## config.mk

```make
export PLATFORM = sky130hd
export DESIGN_NAME = vlane_wb_buffer_flat
export DESIGN_NICKNAME = d
export VERILOG_FILES = /design/src/rtl/vlane_wb_buffer_if.sv /design/src/rtl/vlane_wb_buffer.sv /design/src/flat_wrapper.sv
export SDC_FILE = /design/constraint.sdc
export NUM_CORES = 1
export LEC_CHECK = 0
export ABC_AREA = 1
export CORE_MARGIN = 3
export CORE_UTILIZATION = 55
export CTS_BUF_LIST = sky130_fd_sc_hd__clkbuf_2 sky130_fd_sc_hd__clkbuf_4 sky130_fd_sc_hd__clkbuf_8
export DETAILED_ROUTE_END_ITERATION = 16
export PLACE_DENSITY = 0.79
export SETUP_SLACK_MARGIN = 0.1
export SKIP_LAST_GASP = 1
export SLEW_MARGIN = 20
export SYNTH_ARGS = -nofsm -noshare
export SYNTH_HDL_FRONTEND = slang
export SYNTH_SLANG_ARGS = --single-unit
```

## constraint.sdc

```tcl
create_clock -name clk -period 5.05 [get_ports clk]
set_input_delay 0.7575 -clock clk [delete_from_list [all_inputs] [get_ports clk]]
set_output_delay 0.7575 -clock clk [all_outputs]
set_load 0.1 [all_outputs]
```

## src/rtl/vlane_wb_buffer_if.sv

```systemverilog
// Handshake bundle between the vector lane ALU, the writeback buffer and the
// register-file write port. Signal names carry the buffer's point of view.
interface vlane_wb_buffer_if #(
  parameter int DATA_WIDTH = 64,
  parameter int REG_BITS   = 5
);
  logic                      in_valid_i;
  logic                      in_ready_o;
  logic [DATA_WIDTH-1:0]     in_data_i;
  logic                      in_mask_i;
  logic                      in_last_i;
  logic [2:0]                in_sew_i;
  logic [REG_BITS-1:0]       in_dst_i;
  logic                      wb_valid_o;
  logic                      wb_ready_i;
  logic [DATA_WIDTH-1:0]     wb_data_o;
  logic [REG_BITS-1:0]       wb_addr_o;
  logic [DATA_WIDTH/8-1:0]   wb_be_o;

  modport master (
    output in_valid_i, in_data_i, in_mask_i, in_last_i, in_sew_i, in_dst_i, wb_ready_i,
    input  in_ready_o, wb_valid_o, wb_data_o, wb_addr_o, wb_be_o
  );

  modport slave (
    input  in_valid_i, in_data_i, in_mask_i, in_last_i, in_sew_i, in_dst_i, wb_ready_i,
    output in_ready_o, wb_valid_o, wb_data_o, wb_addr_o, wb_be_o
  );
endinterface

```

## src/rtl/vlane_wb_buffer.sv

```systemverilog
// Vector lane writeback buffer: FIFO toward the VRF write port, with compare
// results packed across beats into a single mask word per destination.
module vlane_wb_buffer #(
  parameter int DATA_WIDTH = 64,
  parameter int DEPTH      = 4,
  parameter int REG_BITS   = 5
) (
  input  logic                   clk,
  input  logic                   rst,
  vlane_wb_buffer_if.slave       bus,
  output logic [$clog2(DEPTH):0] count_o,
  output logic                   busy_o
);
  localparam int BW = DATA_WIDTH / 8;
  localparam int PW = $clog2(DATA_WIDTH) + 1;
  localparam int AW = $clog2(DEPTH);
  localparam int CW = AW + 1;

  typedef enum logic [1:0] {IDLE = 2'd0, ACCUM = 2'd1, FLUSH = 2'd2} state_e;

  state_e                state_q, state_d;
  logic [DATA_WIDTH-1:0] acc_q, acc_d;
  logic [PW-1:0]         ptr_q, ptr_d;
  logic [REG_BITS-1:0]   dst_q, dst_d;

  logic [DATA_WIDTH-1:0] mem_data_q [DEPTH];
  logic [REG_BITS-1:0]   mem_addr_q [DEPTH];
  logic [BW-1:0]         mem_be_q   [DEPTH];
  logic [AW-1:0]         wr_ptr_q, rd_ptr_q;
  logic [CW-1:0]         count_q;

  logic [PW-1:0]         n_s, ptr_ins_s;
  logic [DATA_WIDTH-1:0] lane_mask_s, acc_ins_s;
  logic                  full_s, pop_s, can_push_s, interrupt_s, ins_done_s;
  logic                  push_s, in_ready_s;
  logic [DATA_WIDTH-1:0] push_data_s;
  logic [REG_BITS-1:0]   push_addr_s;
  logic [BW-1:0]         push_be_s;
  logic                  sew_unused_s;

  function automatic logic [BW-1:0] be_from_ptr(input logic [PW-1:0] p);
    logic [PW:0] nb;
    nb = ({1'b0, p} + (PW+1)'(7)) >> 3;
    return ~({BW{1'b1}} << nb);
  endfunction

  assign sew_unused_s = bus.in_sew_i[2];
  assign n_s          = PW'(DATA_WIDTH >> (32'd3 + {30'd0, bus.in_sew_i[1:0]}));
  assign lane_mask_s  = {DATA_WIDTH{1'b1}} >> (PW'(DATA_WIDTH) - n_s);
  assign acc_ins_s    = acc_q | ((bus.in_data_i & lane_mask_s) << ptr_q);
  assign ptr_ins_s    = ptr_q + n_s;
  assign ins_done_s   = bus.in_last_i | (ptr_ins_s == PW'(DATA_WIDTH));
  assign full_s       = (count_q == CW'(DEPTH));
  assign pop_s        = (count_q != CW'(0)) & bus.wb_ready_i;
  // A full FIFO still takes a push when the head leaves in the same cycle.
  assign can_push_s   = ~full_s | pop_s;
  assign interrupt_s  = (state_q == ACCUM) & bus.in_valid_i &
                        (~bus.in_mask_i | (bus.in_dst_i != dst_q));

  // Packing FSM next state, FIFO push request and input ready.
  always_comb begin
    state_d     = state_q;
    acc_d       = acc_q;
    ptr_d       = ptr_q;
    dst_d       = dst_q;
    push_s      = 1'b0;
    push_data_s = acc_q;
    push_addr_s = dst_q;
    push_be_s   = be_from_ptr(ptr_q);
    in_ready_s  = 1'b0;
    case (state_q)
      IDLE, ACCUM: begin
        // Mask beats never need a slot on accept; a completed word can wait in FLUSH.
        in_ready_s = (can_push_s | bus.in_mask_i) & ~interrupt_s;
        if (interrupt_s) begin
          if (can_push_s) begin
            push_s  = 1'b1;
            acc_d   = '0;
            ptr_d   = '0;
            state_d = IDLE;
          end else begin
            state_d = FLUSH;
          end
        end else if (bus.in_valid_i && !bus.in_mask_i) begin
          if (can_push_s) begin
            push_s      = 1'b1;
            push_data_s = bus.in_data_i;
            push_addr_s = bus.in_dst_i;
            push_be_s   = {BW{1'b1}};
          end else begin
            push_s = 1'b0;
          end
        end else if (bus.in_valid_i) begin
          acc_d = acc_ins_s;
          ptr_d = ptr_ins_s;
          dst_d = (state_q == IDLE) ? bus.in_dst_i : dst_q;
          if (ins_done_s) begin
            push_data_s = acc_ins_s;
            push_addr_s = dst_d;
            push_be_s   = be_from_ptr(ptr_ins_s);
            if (can_push_s) begin
              push_s  = 1'b1;
              acc_d   = '0;
              ptr_d   = '0;
              state_d = IDLE;
            end else begin
              state_d = FLUSH;
            end
          end else begin
            state_d = ACCUM;
          end
        end else begin
          state_d = state_q;
        end
      end
      FLUSH: begin
        if (can_push_s) begin
          push_s  = 1'b1;
          acc_d   = '0;
          ptr_d   = '0;
          state_d = IDLE;
        end else begin
          state_d = FLUSH;
        end
      end
      default: state_d = IDLE;
    endcase
  end

  // Packing FSM and accumulator registers.
  always_ff @(posedge clk) begin
    if (rst) begin
      state_q <= IDLE;
      acc_q   <= '0;
      ptr_q   <= '0;
      dst_q   <= '0;
    end else begin
      state_q <= state_d;
      acc_q   <= acc_d;
      ptr_q   <= ptr_d;
      dst_q   <= dst_d;
    end
  end

  // FIFO storage, pointers and occupancy.
  always_ff @(posedge clk) begin
    if (rst) begin
      wr_ptr_q <= '0;
      rd_ptr_q <= '0;
      count_q  <= '0;
      for (int i = 0; i < DEPTH; i++) begin
        mem_data_q[i] <= '0;
        mem_addr_q[i] <= '0;
        mem_be_q[i]   <= '0;
      end
    end else begin
      if (push_s) begin
        mem_data_q[wr_ptr_q] <= push_data_s;
        mem_addr_q[wr_ptr_q] <= push_addr_s;
        mem_be_q[wr_ptr_q]   <= push_be_s;
        wr_ptr_q             <= wr_ptr_q + AW'(1'b1);
      end
      if (pop_s) begin
        rd_ptr_q <= rd_ptr_q + AW'(1'b1);
      end
      count_q <= count_q + CW'(push_s) - CW'(pop_s);
    end
  end

  assign bus.in_ready_o = in_ready_s;
  assign bus.wb_valid_o = (count_q != CW'(0));
  assign bus.wb_data_o  = mem_data_q[rd_ptr_q];
  assign bus.wb_addr_o  = mem_addr_q[rd_ptr_q];
  assign bus.wb_be_o    = mem_be_q[rd_ptr_q];
  assign count_o        = count_q;
  assign busy_o         = (count_q != CW'(0)) | (ptr_q != PW'(0));
endmodule

```

## src/flat_wrapper.sv

```systemverilog
// flat-port wrapper written by rule: the top's interface ports become plain ports
module vlane_wb_buffer_flat 
#(
  parameter int DATA_WIDTH = 64,
  parameter int DEPTH      = 4,
  parameter int REG_BITS   = 5
)
  (clk, rst, count_o, busy_o, bus_in_valid_i, bus_in_data_i, bus_in_mask_i, bus_in_last_i, bus_in_sew_i, bus_in_dst_i, bus_wb_ready_i, bus_in_ready_o, bus_wb_valid_o, bus_wb_data_o, bus_wb_addr_o, bus_wb_be_o);
  vlane_wb_buffer_if #(.DATA_WIDTH(DATA_WIDTH), .REG_BITS(REG_BITS)) bus_i ();
  input  logic clk;
  input  logic rst;
  output logic [$clog2(DEPTH):0] count_o;
  output logic busy_o;
  input wire logic [$bits(bus_i.in_valid_i)-1:0] bus_in_valid_i;
  input wire logic [$bits(bus_i.in_data_i)-1:0] bus_in_data_i;
  input wire logic [$bits(bus_i.in_mask_i)-1:0] bus_in_mask_i;
  input wire logic [$bits(bus_i.in_last_i)-1:0] bus_in_last_i;
  input wire logic [$bits(bus_i.in_sew_i)-1:0] bus_in_sew_i;
  input wire logic [$bits(bus_i.in_dst_i)-1:0] bus_in_dst_i;
  input wire logic [$bits(bus_i.wb_ready_i)-1:0] bus_wb_ready_i;
  output wire logic [$bits(bus_i.in_ready_o)-1:0] bus_in_ready_o;
  output wire logic [$bits(bus_i.wb_valid_o)-1:0] bus_wb_valid_o;
  output wire logic [$bits(bus_i.wb_data_o)-1:0] bus_wb_data_o;
  output wire logic [$bits(bus_i.wb_addr_o)-1:0] bus_wb_addr_o;
  output wire logic [$bits(bus_i.wb_be_o)-1:0] bus_wb_be_o;
  assign bus_i.in_valid_i = bus_in_valid_i;
  assign bus_i.in_data_i = bus_in_data_i;
  assign bus_i.in_mask_i = bus_in_mask_i;
  assign bus_i.in_last_i = bus_in_last_i;
  assign bus_i.in_sew_i = bus_in_sew_i;
  assign bus_i.in_dst_i = bus_in_dst_i;
  assign bus_i.wb_ready_i = bus_wb_ready_i;
  assign bus_in_ready_o = bus_i.in_ready_o;
  assign bus_wb_valid_o = bus_i.wb_valid_o;
  assign bus_wb_data_o = bus_i.wb_data_o;
  assign bus_wb_addr_o = bus_i.wb_addr_o;
  assign bus_wb_be_o = bus_i.wb_be_o;
  vlane_wb_buffer #(.DATA_WIDTH(DATA_WIDTH), .DEPTH(DEPTH), .REG_BITS(REG_BITS)) u_core (.clk(clk), .rst(rst), .bus(bus_i), .count_o(count_o), .busy_o(busy_o));
endmodule
```

Word level (Yosys, flattened, before mapping)

Memories as Yosys holds them, arrays and structs flattened. A register that Yosys moved wholly into a read port is not among the register bits.
Index checks and enable logic that the tools add are counted.

Bitwise gates (word level): 17
Div/mod/pow operators: 0
$lt $le $gt $ge: 0
Reductions and logical operators: 13
Multiply operators: 0
Equality and inequality tests: 7
Add/subtract/negate cells: 9
Muxes and demuxes: 66
Shifts and indexed selects: 5

Operators with widths:

| kind                                                                     | count |
|---|---|
| 64-bit two-way mux                                                       | 13 |
| 64-bit one-hot mux with 2 select lines                                   | 1 |
| 64-bit bitwise AND                                                       | 1 |
| 64-bit bitwise OR                                                        | 1 |
| 64-bit OR reduction                                                      | 1 |
| 64-bit by 7-bit << shifter with 64-bit output                            | 1 |
| 64-bit by 7-bit right shift with 64-bit output (first input constant)    | 1 |
| 8-bit two-way mux                                                        | 7 |
| 7-bit two-way mux                                                        | 6 |
| 5-bit two-way mux                                                        | 8 |
| 7-bit by 32-bit right shift with 7-bit output (first input constant)     | 1 |
| 2-bit two-way mux                                                        | 14 |
| 7-bit by 3-bit adder with 8-bit output (second input constant)           | 2 |
| 8-bit NOT                                                                | 2 |
| 8-bit by 5-bit << shifter with 8-bit output (first input constant)       | 2 |
| 1-bit two-way mux                                                        | 14 |
| 7-bit one-hot mux with 2 select lines                                    | 1 |
| 8-bit OR reduction                                                       | 1 |
| 7-bit adder                                                              | 1 |
| 7-bit == test (second input constant)                                    | 1 |
| 7-bit nonzero test                                                       | 1 |
| 7-bit subtractor (first input constant)                                  | 1 |
| 3-bit by 2-bit inequality test with 1-bit output (second input constant) | 2 |
| 5-bit inequality test                                                    | 1 |
| other kinds (22)                                                         | 33 |

Register bits after elaboration: 85
Bits in latches: 0
Bits of input ports: 78
Memories kept: 3
Memory bits (writable): 308
Logic and storage cells: 127
Output and inout bits: 83
Memory bits (read-only): 0

Memories:

| memory            | words | width | rd ports | clocked after memory_dff | wr ports | line                  | source |
|---|---|---|---|---|---|---|---|
| u_core.mem_data_q | 4     | 64    | 1        | 1                        | 4        | vlane_wb_buffer.sv:26 | `logic [DATA_WIDTH-1:0] mem_data_q [DEPTH];` |
| u_core.mem_be_q   | 4     | 8     | 1        | 1                        | 4        | vlane_wb_buffer.sv:28 | `logic [BW-1:0] mem_be_q [DEPTH];` |
| u_core.mem_addr_q | 4     | 5     | 1        | 1                        | 4        | vlane_wb_buffer.sv:27 | `logic [REG_BITS-1:0] mem_addr_q [DEPTH];` |

Longest topological paths before layout

Word-level depth: 15
Mapped depth: 21
Gate-level depth less buffers: 19

Worst setup path before layout

No wires, ideal clock.

Kind: input to register
Start: input port bus_in_sew_i[1]
End: memory u_core.mem_addr_q[0][0], enable pin
Setup time: 437 ps
Setup slack: 2 ps
Arrival time: 4611 ps
Stages: 19
Buffers on the path: 2
Required time: 4613 ps
Cell sequence: nand2_1 > inv_1 > ha_1 > inv_1 > fa_1 > nand2_1 > nor2_2 > nand3_1 > nor2_1 > nand3_2 > nand2_4 > nand2_4 > nand2_2 > nand2_2 > nor2_4 > nand3_2 > buf_6 > buf_2 > nand2_1

RTL lines:

| element     | line                  | source |
|---|---|---|
| from (decl) | flat_wrapper.sv:18    | `input wire logic [$bits(bus_i.in_sew_i)-1:0] bus_in_sew_i;` |
| to (decl)   | vlane_wb_buffer.sv:27 |  |

Worst setup path after layout

Start: register u_core.ptr_q[5]
End: output port busy_o

Longest elaborated chain between the ends: 2

Ends and longest elaborated chain:

| element                | line                   | source |
|---|---|---|
| from (decl)            | vlane_wb_buffer.sv:23  | `logic [PW-1:0] ptr_q, ptr_d;` |
| from (signal assigned) | vlane_wb_buffer.sv:140 | `ptr_q <= ptr_d;` |
| 7-bit nonzero test     | vlane_wb_buffer.sv:176 | `assign busy_o = (count_q != CW'(0)) \| (ptr_q != PW'(0));` |
| 1-bit bitwise OR       | vlane_wb_buffer.sv:176 |  |
| to (decl)              | flat_wrapper.sv:13     | `output logic busy_o;` |

No other way between the ends.

==> results_tabular.tex <==
\begin{tabular}{lr}
\hline
Metric & Value \\
\hline
\multicolumn{2}{l}{\textbf{STA}} \\
\quad Top achievable clock speed & 0.2074 GHz \\
\quad Worst-Margin Slew & 989.4 ps \\
\quad Number of hold-slack violations in the final timing report & 0 \\
\quad Minimum hold slack & approximately 470 ps \\
\quad Setup TNS & 0 ps \\
\quad RSZ-0062 raised after global routing & no \\
\quad Worst Skew & 23.47 ps \\
\quad Final Slew Violations & 0 \\
\quad Relative max-transition margin & 0.3383 \\
\quad Period utilization & 0.9548 \\
\quad Final period demand of the worst path & approximately 4800 ps \\
\quad Total setup violations reported at the end of the flow & 0 \\
\multicolumn{2}{l}{\textbf{Placed design}} \\
\quad Port Buffers & between 150 and 200 \\
\quad DP Wirelength & between 40000 and 50000 um \\
\quad Number of cells in the design after placement & 3180 \\
\quad Cell area after placement & $\sim$23000 um\^{}2 \\
\quad Gpl congestion & 1.004 \\
\multicolumn{2}{l}{\textbf{Logic synthesis}} \\
\quad Netlist Area Pre-Place & roughly 21000 um\^{}2 \\
\quad YS warnings & 0 \\
\quad Fraction of registers with async set or reset after synthesis & 0 \\
\quad Count of unique library cells instantiated by Yosys & 38 \\
\quad Number of flip-flops and latches in the synthesized netlist & 395 \\
\quad Average cell area after synthesis & 7.952 um\^{}2 \\
\quad Share of the yosys chip area belonging to registers & 0.5257 \\
\quad Count of flip-flops with a built-in enable after synthesis & 308 \\
\quad Post-synthesis net count & 2715 \\
\quad Post-synthesis instance total & approximately 2600 \\
\quad Main synth FF type & edfxtp\_1 \\
\quad Portion of synthesized cell area occupied by the leading cell type & 0.4424 \\
\quad Leading cell types by total area after synthesis & edfxtp\_1 44\%, nor2\_1 9.9\%, nand2\_1 8.3\%, dfxtp\_1 8.3\%, o21ai\_0 7.6\% \\
\quad Yosys top cell by area & edfxtp\_1 \\
\multicolumn{2}{l}{\textbf{Cells and area}} \\
\quad Layout Area Growth over Synthesis & 15.84\% \\
\quad Non-filler cells in the finished layout & 3302 \\
\quad Antenna Diode Count & 0 \\
\quad Net total in the final layout & between 2000 and 3000 \\
\quad Commonest cells after routing, fill and taps aside & 547 x nor2\_1, 459 x nand2\_1, 317 x o21ai\_0 \\
\quad Final Cell Area & 24220 um\^{}2 \\
\quad Most common library cell in the layout ignoring fill and taps & nor2\_1 \\
\quad Fraction of layout cells with a size suffix above 1 & 0.09006 \\
\multicolumn{2}{l}{\textbf{Drt}} \\
\quad Antenna violation net count after detailed routing & 0 \\
\quad Number of iterations in the first detailed-routing pass & 6 \\
\quad WL per Instance & 20.58 um \\
\quad Number of violations reported at the end of detailed-routing iteration 0 & 2689 \\
\quad Post-detailed-route DRC marker count & 0 \\
\quad Via Count & $\sim$20000 \\
\quad Routed wire length & between 60000 and 70000 um \\
\quad Vias per Instance & 5.933 \\
\multicolumn{2}{l}{\textbf{Pwr}} \\
\quad Peak ir drop on the vdd network & between 0.0004 and 0.0005 V \\
\quad Leak & 9.637 nW \\
\quad Power density cells & between 400 and 500 nW/um\^{}2 \\
\multicolumn{2}{l}{\textbf{Worst setup path}} \\
\quad Kind of cell adding the most delay to the critical path & buffers and inverters \\
\quad Slowest stage cell on the critical path & clkdlybuf4s50\_1 \\
\quad Reg2reg path depth & 16 \\
\quad Setup slack of the most critical reg-to-reg path & 970 ps \\
\quad Buf/Inv on CP & 3 \\
\quad Element type at the critical path start & flip-flop \\
\quad Endpoint of the most critical register-to-register path & u\_core.mem\_data\_q[2][4] \\
\quad Critical path, cell by cell & nor2\_2 > inv\_2 > nor2\_1 > inv\_1 > nor2\_1 > nand3\_1 > clkdlybuf4s50\_1 \\
\quad Crit path capture type & output port \\
\quad Maximum single-stage delay on the critical path & approximately 1000 ps \\
\quad Endpoint arrival time on the critical path & 4060 ps \\
\quad Most Frequent Cell on Critical Path & nor2\_1 \\
\quad Worst setup path category & reg2out \\
\quad Required time of the critical path & 4290 ps \\
\quad Start of the worst register-to-register path & u\_core.ptr\_q[1] \\
\quad Maximum fanout along the worst path & 12 \\
\multicolumn{2}{l}{\textbf{GRT}} \\
\quad Number of global-route vias before repair & 18149 \\
\quad Antenna violations before repair & 0 \\
\quad Overflow left after global routing & 0 \\
\quad First-pass GRT wire length & between 100000 and 150000 um \\
\quad Total routing resource utilization after global routing & 0.3271 \\
\quad Pin count of the biggest net entering global routing & 155 \\
\multicolumn{2}{l}{\textbf{Flow run}} \\
\quad MaxCap Viol Count & 0 \\
\multicolumn{2}{l}{\textbf{Clock network}} \\
\quad CTS tree & done \\
\quad Clock Sink Count & 395 \\
\quad Cts bufs inserted & 67 \\
\quad Post-CTS resize count & 0 \\
\quad Clk Latency, worst-skew pair & slightly above 600 ps \\
\quad Post-CTS setup buffer count & 0 \\
\quad Hold buffers post-CTS & 0 \\
\quad Library cell used as clock root buffer & clkbuf\_8 \\
\quad Clock-pin slew on the worst setup and hold paths & 60 ps \\
\quad Deepest clock path buffer count & 3 \\
\quad Number of H-tree levels & 3 \\
\multicolumn{2}{l}{\textbf{Floorplanning}} \\
\quad Core box area & roughly 37000 um\^{}2 \\
\quad Width of the die & 201.0 um \\
\quad Die area & 40380 um\^{}2 \\
\quad Vertical die dimension & between 200 and 250 um \\
\quad I/O pin count & 161 \\
\quad Site row count & 70 \\
\quad Initial cell density of the core & 0.5643 \\
\multicolumn{2}{l}{\textbf{Min path}} \\
\quad Hold Crit Depth & 2 \\
\quad Launch instance of the worst min-delay path & u\_core.rd\_ptr\_q[1] \\
\quad Min-Delay Path Class & reg2reg \\
\multicolumn{2}{l}{\textbf{Run status}} \\
\quad Run status & completed \\
\hline
\end{tabular}
-- worst register-to-register path, cell delays in order, from the launching register on --
cell and delay, ps:
dfxtp_1 630, inv_1 370, fa_1 530, inv_1 90, nand3_1 90, nand2_1 120, nand3_1 80, nand2_1 160
nand3_2 140, nand2_4 130, nand2_4 140, nand2_2 130, nand2_2 80, nor2_4 170, buf_4 440, nand3_1 390
nor2_1 200
-- layer usage --
layer	vias up	track usage	wire, um
li1	9057	-	-
met1	9188	0.4620	26840
met2	1205	0.4990	30550
met3	141	0.06973	8104
met4	0	0.1242	2467
met5	-	0	0
-- synthesized netlist by cell type, types with 2 or more instances --
cell type	n
a31oi_1	4
or2_2	3
nand3_1	137
nor2_2	3
buf_2	14
clkbuf_1	126
o22ai_1	78
o21ai_0	318
ha_1	6
buf_1	4
edfxtp_1	308
a22oi_1	18
nor2_1	549
nand3_2	8
nand2_2	4
buf_4	8
inv_2	4
nand2_1	465
a21oi_1	161
dfxtp_1	87
nand4_1	8
inv_1	233
clkinv_1	3
nor3_1	41
nand2_4	2
buf_6	12
fa_1	2
a211oi_1	12
o31ai_1	2
-- how the worst max path moves through the flow --
stage / from / endpoint / slack (ps) / cells after the start
floorplan: bus_in_sew_i[1] / u_core.mem_addr_q[3][0] / 430 / 15
global placement: bus_in_sew_i[1] / u_core.mem_data_q[3][4] / 530 / 18
detailed placement: bus_in_sew_i[0] / u_core.mem_be_q[2][6] / 440 / 19
CTS: u_core.ptr_q[5] / busy_o / 310 / 7
global route: u_core.ptr_q[5] / busy_o / 210 / 7
finish: u_core.ptr_q[5] / busy_o / 230 / 7
-- flip-flops by register name, indices dropped and copies added (netlist names), named ones only --
name and cells:
u_core.count_o 3, u_core.mem_data_q 256, u_core.dst_q 5, u_core.state_q 2
u_core.rd_ptr_q 2, u_core.ptr_q 7, u_core.acc_q 64, u_core.mem_addr_q 20
u_core.mem_be_q 32, u_core.wr_ptr_q 2
-- stage by stage --
step / total power, mW / setup slack [ps] / utilization
2_1_floorplan: 7.261 / 434.8 / -
3_3_place_gp: 8.373 / 531.9 / 0.6179
3_5_place_dp: 8.433 / 436.4 / 0.6179
4_1_cts: 11.26 / 307.6 / 0.6537
5_1_grt: 11.66 / 209.0 / 0.6537
6_report: 11.26 / 228.5 / 0.6537
-- where the power goes --
| group | total, mW | switching [mW] | internal [mW] |
|---|---|---|---|
| clock | 2.88 | 1.32 | 1.55 |
| sequential | 3.80 | 0.0712 | 3.73 |
| combinational | 4.59 | 3.65 | 0.935 |
-- area by class of cell --
cell class              instances  area, um^2
clock buffers                  90        1120
repair buffers                211        2039
flip-flops and latches        395       11000
multi-input cells            1830        8322
fillers                      3089       12830
inverters                     240       905.9
clock inverters                32       203.9
well taps                     504       630.6
-- cells by family after synthesis --
group | count (synthesis) | share of synthesized area
buf+inv | 404 | 0.07912
compound gates | 599 | 0.1530
fa+ha+maj | 8 | 0.005506
flops | 395 | 0.5257
simple gates | 1223 | 0.2366
Power figures use the tool's default switching activity.
==> patch (config.mk and constraints unchanged) <==
`REG_BITS` is set to 5 in 3 places; all go to 10.
--- a/src/rtl/vlane_wb_buffer_if.sv
+++ b/src/rtl/vlane_wb_buffer_if.sv
@@ -2,7 +2,7 @@
 // register-file write port. Signal names carry the buffer's point of view.
 interface vlane_wb_buffer_if #(
   parameter int DATA_WIDTH = 64,
-  parameter int REG_BITS   = 5
+  parameter int REG_BITS   = 10
 );
   logic                      in_valid_i;
   logic                      in_ready_o;
--- a/src/rtl/vlane_wb_buffer.sv
+++ b/src/rtl/vlane_wb_buffer.sv
@@ -3,7 +3,7 @@
 module vlane_wb_buffer #(
   parameter int DATA_WIDTH = 64,
   parameter int DEPTH      = 4,
-  parameter int REG_BITS   = 5
+  parameter int REG_BITS   = 10
 ) (
   input  logic                   clk,
   input  logic                   rst,
--- a/src/flat_wrapper.sv
+++ b/src/flat_wrapper.sv
@@ -3,7 +3,7 @@
 #(
   parameter int DATA_WIDTH = 64,
   parameter int DEPTH      = 4,
-  parameter int REG_BITS   = 5
+  parameter int REG_BITS   = 10
 )
   (clk, rst, count_o, busy_o, bus_in_valid_i, bus_in_data_i, bus_in_mask_i, bus_in_last_i, bus_in_sew_i, bus_in_dst_i, bus_wb_ready_i, bus_in_ready_o, bus_wb_valid_o, bus_wb_data_o, bus_wb_addr_o, bus_wb_be_o);
   vlane_wb_buffer_if #(.DATA_WIDTH(DATA_WIDTH), .REG_BITS(REG_BITS)) bus_i ();
Ports: changed (resized bus_in_dst_i and bus_wb_addr_o); port bits go from 161 to 171. No check against the original RTL was run, so the function may have changed too.
==> patch against the unedited design <==
- clock power rose by 2%
- total power rose by 8.7%
- first-iteration DRC count rose by 7.1%
- combinational power rose by 13%
- final area rose by 4.3%
- routed wire length rose by 0.73%
- sequential power rose by 8.4%
- sequential cell count rose by 25
- non-clock buffer count rose by 4
- setup slack improved by 0.45 ns
- synthesized area rose by 5.1%
==> patch: results (changes against the unedited design) <==
- The number of distinct library cells after synthesis is 40 (+5.3%).
- The placer's final routability congestion estimate is 0.989 (-1.5%).
- The top fanout value on the critical path was 101 (+89).
- The number of vias in the routed layout is 20,300 (+3.4%).
- The detailed route wirelength on metal3 was 7940 um (-2.1%).
- The internal reg-to-reg setup slack was 0.89 ns (-0.08 ns).
- The overall track demand over capacity in global routing came to 31.9% (-0.84 points).
- Ranked by total cell area, the synthesized netlist is headed by sky130_fd_sc_hd__edfxtp_1, sky130_fd_sc_hd__nor2_1, sky130_fd_sc_hd__dfxtp_1.
- The synthesized-area fraction occupied by ao, oa, aoi and oai cells is 15.8% (+0.53 points).
- The total length of routed met2 wires is 31,000 um (+1.6%).
- The worst hold path endpoint is u_core.rd_ptr_q[0].
- The wire length of the first global-routing pass is 105,000 um (+1.1%).
- The met2 layer usage reported by global route is 48.7% (-1.1 points).
- The internal power is 6.62 mW (+6.6%).
- The via count of the first global-routing pass was 18,800 (+3.8%).
- The flow ran to the end, and the final reports show no timing, DRC or antenna violations.
- The worst clock skew on the final layout is 0.0344 ns (+0.0109 ns).
- The worst register-to-register path ends at u_core.mem_data_q[1][44].
- The headroom to the max-slew limit is 28.2% (-5.6 points).
- The commonest cells after synthesis are sky130_fd_sc_hd__nor2_1, sky130_fd_sc_hd__nand2_1, sky130_fd_sc_hd__edfxtp_1, sky130_fd_sc_hd__o21ai_0, sky130_fd_sc_hd__inv_1.
- The area of placed instances is 23,900 um2 (+4.6%).
- In this run the worst setup path terminates at bus_wb_data_o[1].
- The adder and majority cell fraction of the synthesized area was 0.524% (-0.027 points).
- The hold-critical path depth is 1 (-1).
- The static power due to leakage is 10.2 nW (+6.1%).
- The first-pass iteration count of the detailed router is 8 (+2).
- The cell total after placement is 3,246 (+2.1%).
- The count of flip-flops with a built-in enable after synthesis is 328 (+6.5%).
- The share of the yosys chip area belonging to registers came to 53.2% (+0.64 points).
- The mean area per synthesized cell is 8.15 um2 (+2.5%).
- The setup slack after placement is 0.387 ns (-0.0491 ns).
- The met3 track demand over resource is 5.83% (-1.1 points).
- The met1 demand-to-capacity share in global routing came to 46.8% (+0.57 points).
- The arrival time reported for the critical path endpoint is 3.62 ns (-0.44 ns).
- The maximum number of pins on one net before global-route repair is 152 (-1.9%).
- In the final layout, the registers with the most flip-flops are u_core.mem_data_q x256, u_core.acc_q x64, u_core.mem_addr_q x40.
- In this run the most critical hold path is launched from u_core.rd_ptr_q[0].
- The worst ir drop on vdd is 0.000372 V (-12%).
- The ratio of final minimum period to clock period came to 86.6% (-8.9 points).
- The wire length on met1 is 27,900 um (+3.8%).
- The final wirelength is 68,400 um (+0.73%).
- The final HPWL from detailed placement is 43,800 um (-2.1%).
- The fraction of final layout cells with drive strength greater than 1 is 8.44% (-0.57 points).
- The total of buffers placed on input and output ports is 169 (+6.3%).
- The number of nets in the final layout was 2,891 (+2.1%).
==> patch: layout make-up <==
class | instances | area [um2]
inverter | 229 | 867
timing repair buffer | 215 | 2040
multi-input combinational | 1864 | 8700
clock buffer | 92 | 1150
sequential | 420 | 11700
tap | 518 | 648
fill | 3166 | 13700
clock inverter | 25 | 169
==> patch: power groups by stage <==
stage | Combinational [mW] | Clock (mW) | Sequential, mW
global placement | 5.09 | 0 | 4.18
floorplan | 3.81 | 0 | 4.22
global route | 5.41 | 3.10 | 4.15
finish | 5.18 | 2.94 | 4.12
detailed placement | 5.14 | 0 | 4.19
CTS | 5.15 | 2.95 | 4.12
==> patch: critical path: stages (launching register included) <==
cell and delay [ns]:
sky130_fd_sc_hd__dfxtp_4 0.45, sky130_fd_sc_hd__inv_4 0.74, sky130_fd_sc_hd__o21ai_0 0.21, sky130_fd_sc_hd__o22ai_1 0.37, sky130_fd_sc_hd__clkdlybuf4s50_1 1.21
